<file path="config.mk">
export PLATFORM = sky130hd
export DESIGN_NAME = regfile_write_ctrl_flat
export DESIGN_NICKNAME = d
export VERILOG_FILES = /design/src/rtl/cpu_regfile_pkg.sv /design/src/rtl/regfile_write_ctrl_if.sv /design/src/rtl/rr_arbiter.sv /design/src/rtl/regfile_write_ctrl.sv /design/src/flat_wrapper.sv
export SDC_FILE = /design/constraint.sdc
export NUM_CORES = 1
export LEC_CHECK = 0
export ABC_AREA = 1
export BUFFER_PORTS_ARGS = -buffer_cell sky130_fd_sc_hd__buf_4
export CAP_MARGIN = 20
export CORE_ASPECT_RATIO = 1.4
export CORE_UTILIZATION = 44
export CTS_CLUSTER_SIZE = 16
export DETAILED_ROUTE_END_ITERATION = 10
export GPL_ROUTABILITY_DRIVEN = 0
export PLACE_DENSITY_LB_ADDON = 0.08
export RECOVER_POWER = 25
export SYNTH_ARGS = -nofsm -noshare
export SYNTH_HDL_FRONTEND = slang
export SYNTH_SLANG_ARGS = --single-unit
</file>
<file path="constraint.sdc">
create_clock -name clk -period 4.74 [get_ports clk]
set_input_delay 0 -clock clk [delete_from_list [all_inputs] [get_ports clk]]
set_output_delay 0 -clock clk [all_outputs]
set_load 0.01 [all_outputs]
</file>
<file path="src/rtl/cpu_regfile_pkg.sv">
`default_nettype none
// ============================================================================
// cpu_regfile_pkg : shared types and default sizes for the register-file write port
// Rev 1.0
// ============================================================================
package cpu_regfile_pkg;

  typedef enum logic [0:0] {
    IDLE  = 1'b0,
    CLEAR = 1'b1
  } state_e;

  localparam int DEF_NUM_REQ  = 2;
  localparam int DEF_NUM_REGS = 8;
  localparam int DEF_ADDR_W   = 3;
  localparam int DEF_DATA_W   = 16;

  // Index width that stays legal for a single-entry selector.
  function automatic int idx_w(input int n);
    return (n > 1) ? $clog2(n) : 1;
  endfunction

endpackage
`default_nettype wire

</file>
<file path="src/rtl/regfile_write_ctrl_if.sv">
`default_nettype none
// ============================================================================
// regfile_write_ctrl_if : requester/clear handshake and register-cell strobe bus
// Rev 1.0
// ============================================================================
interface regfile_write_ctrl_if #(
  parameter int NUM_REQ  = 2,
  parameter int NUM_REGS = 8,
  parameter int ADDR_W   = 3,
  parameter int DATA_W   = 16
);

  logic [NUM_REQ-1:0]        req_valid;
  logic [NUM_REQ*ADDR_W-1:0] req_addr;
  logic [NUM_REQ*DATA_W-1:0] req_data;
  logic [NUM_REQ-1:0]        req_ready;
  logic                      clear_start;
  logic                      clear_busy;
  logic [NUM_REGS-1:0]       reg_load;
  logic [DATA_W-1:0]         reg_data;
  logic                      err_addr;

  modport master (
    output req_valid, req_addr, req_data, clear_start,
    input  req_ready, clear_busy, reg_load, reg_data, err_addr
  );

  modport slave (
    input  req_valid, req_addr, req_data, clear_start,
    output req_ready, clear_busy, reg_load, reg_data, err_addr
  );

endinterface
`default_nettype wire

</file>
<file path="src/rtl/rr_arbiter.sv">
`default_nettype none
// ============================================================================
// rr_arbiter : round-robin one-hot selector starting the search at ptr_i
// Rev 1.0
// ============================================================================
module rr_arbiter
  import cpu_regfile_pkg::*;
#(
  parameter int N     = DEF_NUM_REQ,
  parameter int PTR_W = idx_w(N)
) (
  input  logic [N-1:0]     req_i,
  input  logic [PTR_W-1:0] ptr_i,
  output logic [N-1:0]     gnt_o,
  output logic             any_o,
  output logic [PTR_W-1:0] next_ptr_o
);

  // Outer loop walks priority order from the pointer; the inner loop finds the
  // requester at that position so every index stays a loop constant.
  always_comb begin
    gnt_o      = '0;
    any_o      = 1'b0;
    next_ptr_o = ptr_i;
    for (int off = 0; off < N; off++) begin
      for (int i = 0; i < N; i++) begin
        if (!any_o && req_i[i] &&
            ((int'(ptr_i) + off == i) || (int'(ptr_i) + off == i + N))) begin
          any_o      = 1'b1;
          gnt_o[i]   = 1'b1;
          next_ptr_o = (i == N - 1) ? '0 : PTR_W'(i + 1);
        end
      end
    end
  end

endmodule
`default_nettype wire

</file>
<file path="src/rtl/regfile_write_ctrl.sv">
`default_nettype none
// ============================================================================
// regfile_write_ctrl : arbitrated write port and sequenced bulk clear for a
//                      latch-based register file with registered one-hot loads
// Rev 1.0
// ============================================================================
module regfile_write_ctrl
  import cpu_regfile_pkg::*;
#(
  parameter int NUM_REQ  = DEF_NUM_REQ,
  parameter int NUM_REGS = DEF_NUM_REGS,
  parameter int ADDR_W   = DEF_ADDR_W,
  parameter int DATA_W   = DEF_DATA_W
) (
  input  logic                 clk,
  input  logic                 reset,
  regfile_write_ctrl_if.slave  bus
);

  localparam int PTR_W = idx_w(NUM_REQ);

  state_e              state_q;
  logic [PTR_W-1:0]    ptr_q;
  logic [PTR_W-1:0]    ptr_d;
  logic [ADDR_W-1:0]   cnt_q;
  logic [ADDR_W-1:0]   cnt_d;
  logic [NUM_REGS-1:0] load_q;
  logic [DATA_W-1:0]   data_q;
  logic                err_q;

  logic [NUM_REQ-1:0]  gnt;
  logic                gnt_any;
  logic                grant_en;
  logic [ADDR_W-1:0]   sel_addr;
  logic [DATA_W-1:0]   sel_data;
  logic                addr_ok;
  logic [NUM_REGS-1:0] wr_onehot;
  logic [NUM_REGS-1:0] clr_onehot;

  rr_arbiter #(
    .N     (NUM_REQ),
    .PTR_W (PTR_W)
  ) u_arb (
    .req_i      (bus.req_valid),
    .ptr_i      (ptr_q),
    .gnt_o      (gnt),
    .any_o      (gnt_any),
    .next_ptr_o (ptr_d)
  );

  // A pending clear_start blocks grants in the same cycle.
  assign grant_en      = (state_q == IDLE) && !bus.clear_start;
  assign bus.req_ready = grant_en ? gnt : '0;

  always_comb begin
    sel_addr = '0;
    sel_data = '0;
    for (int i = 0; i < NUM_REQ; i++) begin
      if (gnt[i]) begin
        sel_addr = sel_addr | bus.req_addr[i*ADDR_W +: ADDR_W];
        sel_data = sel_data | bus.req_data[i*DATA_W +: DATA_W];
      end
    end
  end

  assign addr_ok = int'(sel_addr) < NUM_REGS;
  // Index of the clear strobe to register next: 0 on entry, k+1 while clearing.
  assign cnt_d   = (state_q == CLEAR) ? cnt_q + 1'b1 : '0;

  always_comb begin
    wr_onehot  = '0;
    clr_onehot = '0;
    for (int i = 0; i < NUM_REGS; i++) begin
      wr_onehot[i]  = (sel_addr == ADDR_W'(i));
      clr_onehot[i] = (cnt_d == ADDR_W'(i));
    end
  end

  // cnt_q names the clear strobe currently visible on reg_load while in CLEAR.
  always_ff @(posedge clk) begin
    if (reset) begin
      state_q <= IDLE;
      ptr_q   <= '0;
      cnt_q   <= '0;
      load_q  <= '0;
      data_q  <= '0;
      err_q   <= 1'b0;
    end else begin
      load_q <= '0;
      err_q  <= 1'b0;
      case (state_q)
        IDLE: begin
          if (bus.clear_start) begin
            state_q <= CLEAR;
            cnt_q   <= cnt_d;
            load_q  <= clr_onehot;
            data_q  <= '0;
          end else if (gnt_any) begin
            ptr_q <= ptr_d;
            if (addr_ok) begin
              load_q <= wr_onehot;
              data_q <= sel_data;
            end else begin
              err_q <= 1'b1;
            end
          end
        end
        CLEAR: begin
          if (cnt_q == ADDR_W'(NUM_REGS - 1)) begin
            state_q <= IDLE;
            cnt_q   <= '0;
          end else begin
            cnt_q  <= cnt_d;
            load_q <= clr_onehot;
            data_q <= '0;
          end
        end
        default: state_q <= IDLE;
      endcase
    end
  end

  assign bus.reg_load   = load_q;
  assign bus.reg_data   = data_q;
  assign bus.err_addr   = err_q;
  assign bus.clear_busy = (state_q == CLEAR);

  a_load_onehot0: assert property (@(posedge clk) disable iff (reset) $onehot0(load_q));

endmodule
`default_nettype wire

</file>
<file path="src/flat_wrapper.sv">
// flat-port wrapper written by rule: the top's interface ports become plain ports
module regfile_write_ctrl_flat import cpu_regfile_pkg::*;
#(
  parameter int NUM_REQ  = DEF_NUM_REQ,
  parameter int NUM_REGS = DEF_NUM_REGS,
  parameter int ADDR_W   = DEF_ADDR_W,
  parameter int DATA_W   = DEF_DATA_W
)
  (clk, reset, bus_req_valid, bus_req_addr, bus_req_data, bus_clear_start, bus_req_ready, bus_clear_busy, bus_reg_load, bus_reg_data, bus_err_addr);
  regfile_write_ctrl_if #(.NUM_REQ(NUM_REQ), .NUM_REGS(NUM_REGS), .ADDR_W(ADDR_W), .DATA_W(DATA_W)) bus_i ();
  input  logic clk;
  input  logic reset;
  input wire logic [$bits(bus_i.req_valid)-1:0] bus_req_valid;
  input wire logic [$bits(bus_i.req_addr)-1:0] bus_req_addr;
  input wire logic [$bits(bus_i.req_data)-1:0] bus_req_data;
  input wire logic [$bits(bus_i.clear_start)-1:0] bus_clear_start;
  output wire logic [$bits(bus_i.req_ready)-1:0] bus_req_ready;
  output wire logic [$bits(bus_i.clear_busy)-1:0] bus_clear_busy;
  output wire logic [$bits(bus_i.reg_load)-1:0] bus_reg_load;
  output wire logic [$bits(bus_i.reg_data)-1:0] bus_reg_data;
  output wire logic [$bits(bus_i.err_addr)-1:0] bus_err_addr;
  assign bus_i.req_valid = bus_req_valid;
  assign bus_i.req_addr = bus_req_addr;
  assign bus_i.req_data = bus_req_data;
  assign bus_i.clear_start = bus_clear_start;
  assign bus_req_ready = bus_i.req_ready;
  assign bus_clear_busy = bus_i.clear_busy;
  assign bus_reg_load = bus_i.reg_load;
  assign bus_reg_data = bus_i.reg_data;
  assign bus_err_addr = bus_i.err_addr;
  regfile_write_ctrl #(.NUM_REQ(NUM_REQ), .NUM_REGS(NUM_REGS), .ADDR_W(ADDR_W), .DATA_W(DATA_W)) u_core (.clk(clk), .reset(reset), .bus(bus_i));
endmodule
</file>
==> flow_metrics.tcl, run 1 <==
set metrics [dict create \
    hold_class "input port to flip-flop" \
    cp-start-kind "flip-flop" \
    place_hpwl_mm 2.806 \
    synth_warnings 0 \
    p_leak_nw 0.9279 \
    post-route-period-util_pct 35.58 \
    r2r_start "u_core.cnt_q[0]" \
    relSlewSlack_pct 53.18 \
    grt.overflow.total 0 \
    fin_cells 324 \
    drv_cap 0 \
    n_antenna_cell 0 \
    clk_latency_ns 0.28 \
    core_mm2 0.003213 \
    ctsHtreeMaxLevel 2 \
    holdWs_ns 0.05591 \
    drtIter0Drc 53 \
    ys_ff_latch 29 \
    critPathCaptureType "flip-flop" \
    dieWidth_um 51.66 \
    drive_above_1_share_pct 27.37 \
    worst_r2r_endpoint "u_core.bus.reg_data[5]" \
    finalSetupViolCount 0 \
    vias 1672 \
    cts_tree "done" \
    grt_pass1_wl_mm 6.637 \
    dpl_cell_area_mm2 0.002009 \
    path_cells "ha_1 > ha_1 > inv_1 > nand2_1 > nand2_4 > nor2_4 > nand2_1 > a21oi_2" \
    syn_to_final_growth_pct 34.27 \
    nets 329 \
    cts_root_buffer "clkbuf_8" \
    rsz0062_at_grt "no" \
    power_mw 0.5642 \
    cts_num_sinks 29 \
    final.min_clock_period_ns 1.687 \
    dieArea_mm2 0.003694 \
    cts.path.max_buffers 2 \
    endpoint "u_core.bus.reg_data[5]" \
    final_util_pct 63.47 \
    crit_start "u_core.cnt_q[0]" \
    path_class "flip-flop to flip-flop" \
    max_stage_delay_ns 0.37 \
    syn-num-nets 267 \
    routed_via_density 5.160 \
    syn_area_mm2 0.001519 \
    postCtsSetupBuffers 0 \
    worst_clock_skew_ns 0.007440 \
    antenna_found_initial 0 \
    path_max_fanout 16 \
    synth.yosys.seq_area_share_pct 38.22 \
    maxClockFrequency_mhz 592.9 \
    cts-resized-gates 0 \
    routed_wl_mm 3.863 \
    final_area_mm2 0.002039 \
    die_h_um 71.52 \
    setup_tns_ns 0 \
    finalHoldViolCount 0 \
    run_status "finished clean" \
    synth_cell_types 23 \
    grt_usage_pct 23.89 \
    cts_buffers 5 \
    portBuffers 69 \
    hold_buffers 0 \
    place_ws_ns 3.071 \
    postSynthCellCount 222 \
    crit_slowest_cell "dfxtp_1" \
    yosysTopAreaCellShare_pct 38.22 \
    crit_arrival_ns 1.90 \
    syn_area_per_cell_um2 6.842 \
    drv_slew 0 \
    fin_ws_ns 3.053 \
    grt_max_degree 27 \
    ios 71 \
    p_per_area_mw_per_mm2 276.6 \
    synth_top_area_cell "dfxtp_1" \
    worstMarginPinSlew_ns 0.7006 \
    reg2reg_depth 8 \
    critPathRequiredTime_ns 4.95 \
    ir_drop_mv 0.2133 \
    dp.cells 316 \
    rrSetupSlack_ns 3.05 \
    drc 0 \
    grt_pass1_vias 1544 \
    rows 24 \
    synth.area.top_cells "dfxtp_1 38%, nand2_1 17%, nand3_1 15%, a21oi_2 5.8%, nor2_1 4.0%" \
    ant_nets 0 \
    drt-pass1-iter-count 5 \
    wire_per_inst_um 11.92 \
    cts.clk_slew.worst_paths_ns 0.06 \
    start_util_pct 47.27 \
]
## how the worst min path moves through the flow
stage                    startpoint               endpoint  slack, ns  cells after the start
floorplan           bus_clear_start  u_core.bus.clear_busy       0.19                      2
global placement    bus_clear_start  u_core.bus.clear_busy       0.34                      3
detailed placement  bus_clear_start  u_core.bus.clear_busy       0.34                      3
CTS                 bus_clear_start  u_core.bus.clear_busy       0.05                      3
global route        bus_clear_start  u_core.bus.clear_busy       0.07                      3
finish              bus_clear_start  u_core.bus.clear_busy       0.06                      3
## placed cells by master (no fill, tap or decap)
cell,count
nand2_4,2
a211oi_1,1
clkbuf_8,5
ha_1,2
nand2_1,67
a21oi_1,9
nor4_1,1
dfxtp_1,29
o21a_1,1
nor2_1,16
nand3_1,46
nor2_4,2
buf_4,55
clkinv_2,2
o21ai_0,5
nor3_1,3
nand2_2,1
conb_1,1
inv_1,10
clkbuf_1,15
a21oi_2,10
o21ai_1,1
inv_2,1
## report_power, final
group | switching [mW] | internal (mW) | leakage (nW)
clock | 0.0882 | 0.101 | 0.0450
sequential | 0.00580 | 0.254 | 0.236
combinational | 0.0647 | 0.0504 | 0.647
total | 0.159 | 0.405 | 0.928
## worst max-delay path, delay by kind of cell, from the launching register on
family	cells	cell delay (ns)
simple gates	4	0.68
flops	1	0.37
fa+ha+maj	2	0.37
compound gates	1	0.14
buf+inv	1	0.07
## synthesized netlist by cell type
cell type  count
nor4_1         1
conb_1         1
a21oi_2       10
dfxtp_1       29
o21ai_1        1
buf_6          1
buf_4          1
nand2_2        1
a211oi_1       1
nor3_1         3
nor2_4         2
ha_1           2
nand2_4        2
inv_2          1
nand3_1       46
clkbuf_1       2
buf_2         10
inv_1         10
o21ai_0        5
o21a_1         1
nor2_1        16
a21oi_1        9
nand2_1       67
## cells by family after synthesis
logic type	share of synthesized area, %
compound gates	11.70
fa+ha+maj	1.647
buf+inv	7.743
flops	38.22
other cells	0.2469
simple gates	40.44
## flip-flops by register name (all words and copies together), names as in the netlist
name	count
u_core.bus.clear_busy	1
u_core.bus.reg_data	16
u_core.bus.reg_load	8
u_core.cnt_q	3
u_core.ptr_q	1
## routing by layer
| metal | part of all wire [%] | track usage (%) | vias up |
|---|---|---|---|
| met5 | 0 | 0 | - |
| met1 | 39 | 25.66 | 741 |
| met2 | 50 | 41.13 | 69 |
| li1 | - | - | 848 |
| met3 | 7.5 | 7.006 | 14 |
| met4 | 3.4 | 12.61 | 0 |
## area by class of cell
type                    instances  area, um2
clock buffers                   6      72.57
clock inverters                 2      10.01
fillers                       316       1174
inverters                      11      41.29
multi-input cells             168      820.8
flip-flops and latches         29      580.6
well taps                      39      48.80
repair buffers                 69      465.4
Power figures use the tool's default switching activity.
==> inputs of run 2 (changes only) <==
- ABC_AREA: 1 -> 0
- CORE_UTILIZATION: 44 -> 40
- clock period: 4.74 -> 1.5 ns (I/O delays scaled with it)
==> flow_metrics.tcl, run 2 <==
set metrics [dict create \
    antenna_found_initial 0 \
    synth_edf_count 0 \
    synthArstFlopShare_pct 0 \
    cp-start-kind "flip-flop" \
    ys.flop_type "dfxtp_1" \
    largest_reg_flops 16 \
    synth.yosys.seq_area_share_pct 43.57 \
    cts.path.max_buffers 2 \
    grt_pass1_vias 1454 \
    syn-num-nets 175 \
    dpl_cell_area_mm2 0.001961 \
    synth_warnings 0 \
    ctsHtreeMaxLevel 2 \
    grt_max_degree 24 \
    clk_latency_ns 0.28 \
    die_h_um 70.29 \
    met2_usage_pct 43.41 \
    ir_drop_mv 0.5939 \
    met1_usage_pct 24.26 \
    routed_wl_mm 3.951 \
    final.min_clock_period_ns 1.502 \
    path_common_cell "ha_4" \
    vias 1457 \
    hold_class "input port to flip-flop" \
    crit_arrival_ns 1.69 \
    max_stage_delay_ns 0.38 \
    syn_area_mm2 0.001333 \
    ys_ff_latch 29 \
    cts_num_sinks 29 \
    path_max_fanout 2 \
    dieArea_mm2 0.003569 \
    start_util_pct 42.26 \
    p_leak_nw 0.8655 \
    finalHoldViolCount 0 \
    cts_root_buffer "clkbuf_8" \
    ios 71 \
    wire_per_inst_um 15.49 \
    run_status "finished with violations" \
    syn_area_per_cell_um2 10.25 \
    ant_nets 0 \
    yosysTopAreaCellShare_pct 43.57 \
    dieWidth_um 50.78 \
    finalSetupViolCount 1 \
    nets 260 \
    grt.overflow.total 0 \
    final_area_mm2 0.002131 \
    drive_above_1_share_pct 41.20 \
    syn_to_final_growth_pct 59.91 \
    maxClockFrequency_mhz 665.9 \
    place_hpwl_mm 2.828 \
    relSlewSlack_pct 44.54 \
    synth_common_cells "29 x dfxtp_1, 19 x a32oi_1, 16 x o2bb2ai_1, 8 x nand2_1, 8 x o41ai_1" \
    drv_cap 0 \
    power_mw 1.802 \
    cts_tree "done" \
    postSynthCellCount 130 \
    core_mm2 0.003153 \
    path_cells "ha_4 > ha_4 > or3b_4 > a211o_1 > o41ai_2" \
    critPathCaptureType "flip-flop" \
    worst_clock_skew_ns 0.003880 \
    postCtsSetupBuffers 0 \
    drt-pass1-iter-count 4 \
    drv_slew 0 \
    p_per_area_mw_per_mm2 845.6 \
    drc 0 \
    worstMarginPinSlew_ns 0.8283 \
    synth_most_common_cell "dfxtp_1" \
    path_class "flip-flop to flip-flop" \
    crit_slowest_cell "or3b_4" \
    use_met3_pct 5.664 \
    failed_checks "negative setup slack" \
    synth_top_area_cell "dfxtp_1" \
    critPathRequiredTime_ns 1.69 \
    cts_buffers 5 \
    routed_via_density 5.714 \
    rrSetupSlack_ns -0.002 \
    synth.area.top_cells "dfxtp_1 44%, a32oi_1 12%, o2bb2ai_1 11%, o41ai_1 5.3%, a32o_1 2.3%" \
    top_usage_layer "met2" \
    drtIter0Drc 17 \
    post-route-period-util_pct 100.1 \
    grt_pass1_wl_mm 6.403 \
    n_antenna_cell 0 \
    final_common_cell "buf_4" \
    synth_cell_types 33 \
    fin_ws_ns -0.001807 \
    rsz0062_at_grt "yes" \
    portBuffers 69 \
    rows 24 \
    cts.clk_slew.worst_paths_ns 0.06 \
    grt_usage_pct 23.41 \
    final_cell_mix "67 x buf_4, 27 x dfxtp_1, 19 x a32oi_1" \
]
## run 2: critical path, delay by kind of cell (launching register included)
family / cells / cell delay, ns
fa+ha+maj: 2 / 0.35
simple gates: 1 / 0.38
compound gates: 2 / 0.33
flops: 1 / 0.35
## run 2: cells by family after synthesis
group | after synthesis | synth area share [%]
compound gates | 56 | 37.28
flops | 29 | 43.57
simple gates | 26 | 10.71
buf+inv | 16 | 6.291
fa+ha+maj | 2 | 1.878
other cells | 1 | 0.2814
## run 2: area by class of cell
class,count,area (um2)
clock inverter,3,16.27
tap,39,48.80
sequential,29,585.6
fill,278,1022
timing repair buffer,91,671.9
multi-input combinational,85,728.2
clock buffer,5,68.82
inverter,3,11.26
## run 2: path summary, 6_finish.rpt
path | depth (start not counted) | to | from
hold / removal | 3 | u_core.bus.reg_data[12] | bus_req_data[12]
hold reg to reg | 1 | u_core.bus.reg_data[12] | u_core.bus.reg_data[12]
setup reg to reg | 5 | u_core.bus.reg_load[0] | u_core.cnt_q[0]
setup / recovery | 5 | u_core.bus.reg_load[0] | u_core.cnt_q[0]
## run 2: where the power goes
part / switching, mW / internal (mW)
Clock: 0.306 / 0.320
Combinational: 0.170 / 0.192
Sequential: 0.0165 / 0.797
## run 2: repair_timing
item | CTS | global route
resized for setup | 3 | 3
hold buffers | 10 | 0
endpoints found under the setup margin | 2 | 5
hold endpoints to repair | 12 | 0
## run 2: per-stage QoR
step,utilization (%),TNS (ns),std cells,hold slack (ns),setup slack (ns)
after global placement,62.18,0,237,0.2502,0.001082
final,67.58,-0.001807,255,0.006472,-0.001807
after global routing,67.58,-0.1124,255,0.01672,-0.04295
after floorplan,-,0,130,0.1643,0.004301
after CTS,68.41,-0.01568,255,0.005795,-0.01568
after detailed placement,62.18,-0.01371,237,0.2597,-0.01371
## run 2: metal layers
layer,part of all wire [%],up-vias,wire (um)
li1,-,699,-
met1,37,698,1447
met2,56,53,2219
met3,5.5,7,216
met4,1.7,0,67
met5,0,-,0
==> inputs of run 3 (changes only) <==
- ABC_AREA: 0 -> 1
- CORE_UTILIZATION: 40 -> 41
==> flow_metrics.tcl, run 3 (synthesis results as in run 1) <==
set metrics [dict create \
    drc 0 \
    dieArea_mm2 0.003955 \
    n_antenna_cell 0 \
    finalHoldViolCount 0 \
    cts_buffers 5 \
    drv_cap 0 \
    wire_per_inst_um 12.33 \
    post-route-period-util_pct 96.11 \
    grt_max_degree 27 \
    reg2reg_depth 9 \
    path_max_fanout 8 \
    clk_latency_ns 0.27 \
    fill_cells 330 \
    run_status "finished clean" \
    worst_r2r_endpoint "u_core.bus.reg_data[2]" \
    use_met3_pct 6.544 \
    crit_start "u_core.cnt_q[0]" \
    cts_tree "done" \
    vias 1694 \
    grt_usage_pct 22.76 \
    syn_to_final_growth_pct 44.89 \
    grt_pass1_vias 1522 \
    drt-pass1-iter-count 4 \
    worst_clock_skew_ns 0.002161 \
    ctsHtreeMaxLevel 2 \
    core_mm2 0.003472 \
    hold_buffers 0 \
    grt_pass1_wl_mm 6.561 \
    place_ws_ns 0.04100 \
    maxClockFrequency_mhz 693.7 \
    rrSetupSlack_ns 0.06 \
    fin_cells 336 \
    antenna_found_initial 0 \
    drtIter0Drc 55 \
    met1_usage_pct 24.84 \
    rsz0062_at_grt "no" \
    dp.cells 326 \
    final_cell_mix "65 x buf_4, 64 x nand2_1, 46 x nand3_1" \
    met2_usage_pct 40.83 \
    cp-start-kind "flip-flop" \
    cts.path.max_buffers 2 \
    p_leak_nw 0.9982 \
    dieWidth_um 53.44 \
    place_hpwl_mm 3.001 \
    rows 25 \
    r2r_start "u_core.cnt_q[0]" \
    fin_ws_ns 0.05842 \
    cts.clk_slew.worst_paths_ns 0.06 \
    endpoint "u_core.bus.reg_data[2]" \
    drv_slew 0 \
    path_class "flip-flop to flip-flop" \
    ir_drop_mv 0.5408 \
    critPathCaptureType "flip-flop" \
    crit_arrival_ns 1.65 \
    cts_num_sinks 29 \
    p_per_area_mw_per_mm2 851.1 \
    final.min_clock_period_ns 1.442 \
    holdPathStages 3 \
    ant_nets 0 \
    critPathRequiredTime_ns 1.71 \
    die_h_um 74.02 \
    top_usage_layer "met2" \
    grt.overflow.total 0 \
    drive_above_1_share_pct 33.11 \
    start_util_pct 43.75 \
    finalSetupViolCount 0 \
    nets 341 \
    setup_tns_ns 0 \
    routed_via_density 5.042 \
    largest_reg_flops 16 \
    hold_class "input port to flip-flop" \
    routed_wl_mm 4.143 \
    power_mw 1.873 \
    ios 71 \
    portBuffers 69 \
    cts_root_buffer "clkbuf_8" \
    final_common_cell "buf_4" \
]
==> run 3: changes by cell type in the layout (fill, tap and decap cells not counted), sizes merged, moves of 3 or more <==
cell | previous run | this run
a32oi | 19 | 0
nor2 | 6 | 18
a21oi | 3 | 19
clkbuf | 18 | 21
o2bb2ai | 16 | 0
nor3 | 0 | 3
a32o | 3 | 0
nand3 | 2 | 46
dlygate4sd3 | 10 | 0
inv | 4 | 11
o21ai | 0 | 6
nand2 | 8 | 70
o41ai | 8 | 0
==> run 3: area by class of cell <==
class                           count  area (um2)  area share (%)
Multi-Input combinational cell    168       847.1           38.49
Inverter                           11       41.29           1.876
Sequential cell                    29       583.1           26.49
Clock buffer                        7       86.33           3.923
Timing Repair Buffer               81       593.1           26.95
Tap cell                           40       50.05           2.274
==> run 3: power breakdown <==
| part | total [mW] | switching [mW] | internal, mW | leakage, nW |
|---|---|---|---|---|
| sequential | 0.821 | 0.0183 | 0.803 | 0.237 |
| clock | 0.630 | 0.267 | 0.363 | 0.0443 |
| combinational | 0.422 | 0.220 | 0.202 | 0.717 |
==> run 3: worst min path at each step <==
| stage | from | end | slack (ns) |
|---|---|---|---|
| 2_1_floorplan | bus_clear_start | u_core.bus.clear_busy | 0.19 |
| 3_3_place_gp | bus_clear_start | u_core.bus.clear_busy | 0.34 |
| 3_5_place_dp | bus_clear_start | u_core.bus.clear_busy | 0.35 |
| 4_1_cts | bus_clear_start | u_core.bus.clear_busy | 0.06 |
| 5_1_grt | bus_clear_start | u_core.bus.clear_busy | 0.07 |
| 6_report | bus_clear_start | u_core.bus.clear_busy | 0.06 |
==> run 3: worst max-delay path, cell delays in order (launching register included) <==
cell	delay, ns
dfxtp_2	0.33
ha_2	0.18
ha_4	0.13
inv_1	0.06
nand2_2	0.09
nand2_4	0.08
nor2_4	0.15
clkbuf_16	0.17
nand2_1	0.07
a21oi_2	0.12
==> run 3: through the flow <==
step / util (%) / hold WS (ns) / cell area [um2]
6_report: 63.39 / 0.06195 / 2201
5_1_grt: 63.39 / 0.06698 / 2201
4_1_cts: 62.70 / 0.05941 / 2177
3_5_place_dp: 60.22 / 0.3482 / 2091
3_3_place_gp: 60.22 / 0.3445 / 2091
2_1_floorplan: - / 0.1900 / 1519
==> run 3: per-layer routing <==
| layer | vias to the layer above | share of wire (%) |
|---|---|---|
| met5 | - | 0 |
| met4 | 0 | 1.3 |
| met3 | 6 | 5.0 |
| met2 | 46 | 53 |
| met1 | 773 | 40 |
| li1 | 869 | - |
==> run 3: repair_timing <==
action	in CTS	in global routing
gates resized for setup	0	10
endpoints found under the hold margin	0	0
endpoints found under the setup margin	0	18
setup buffers	0	2
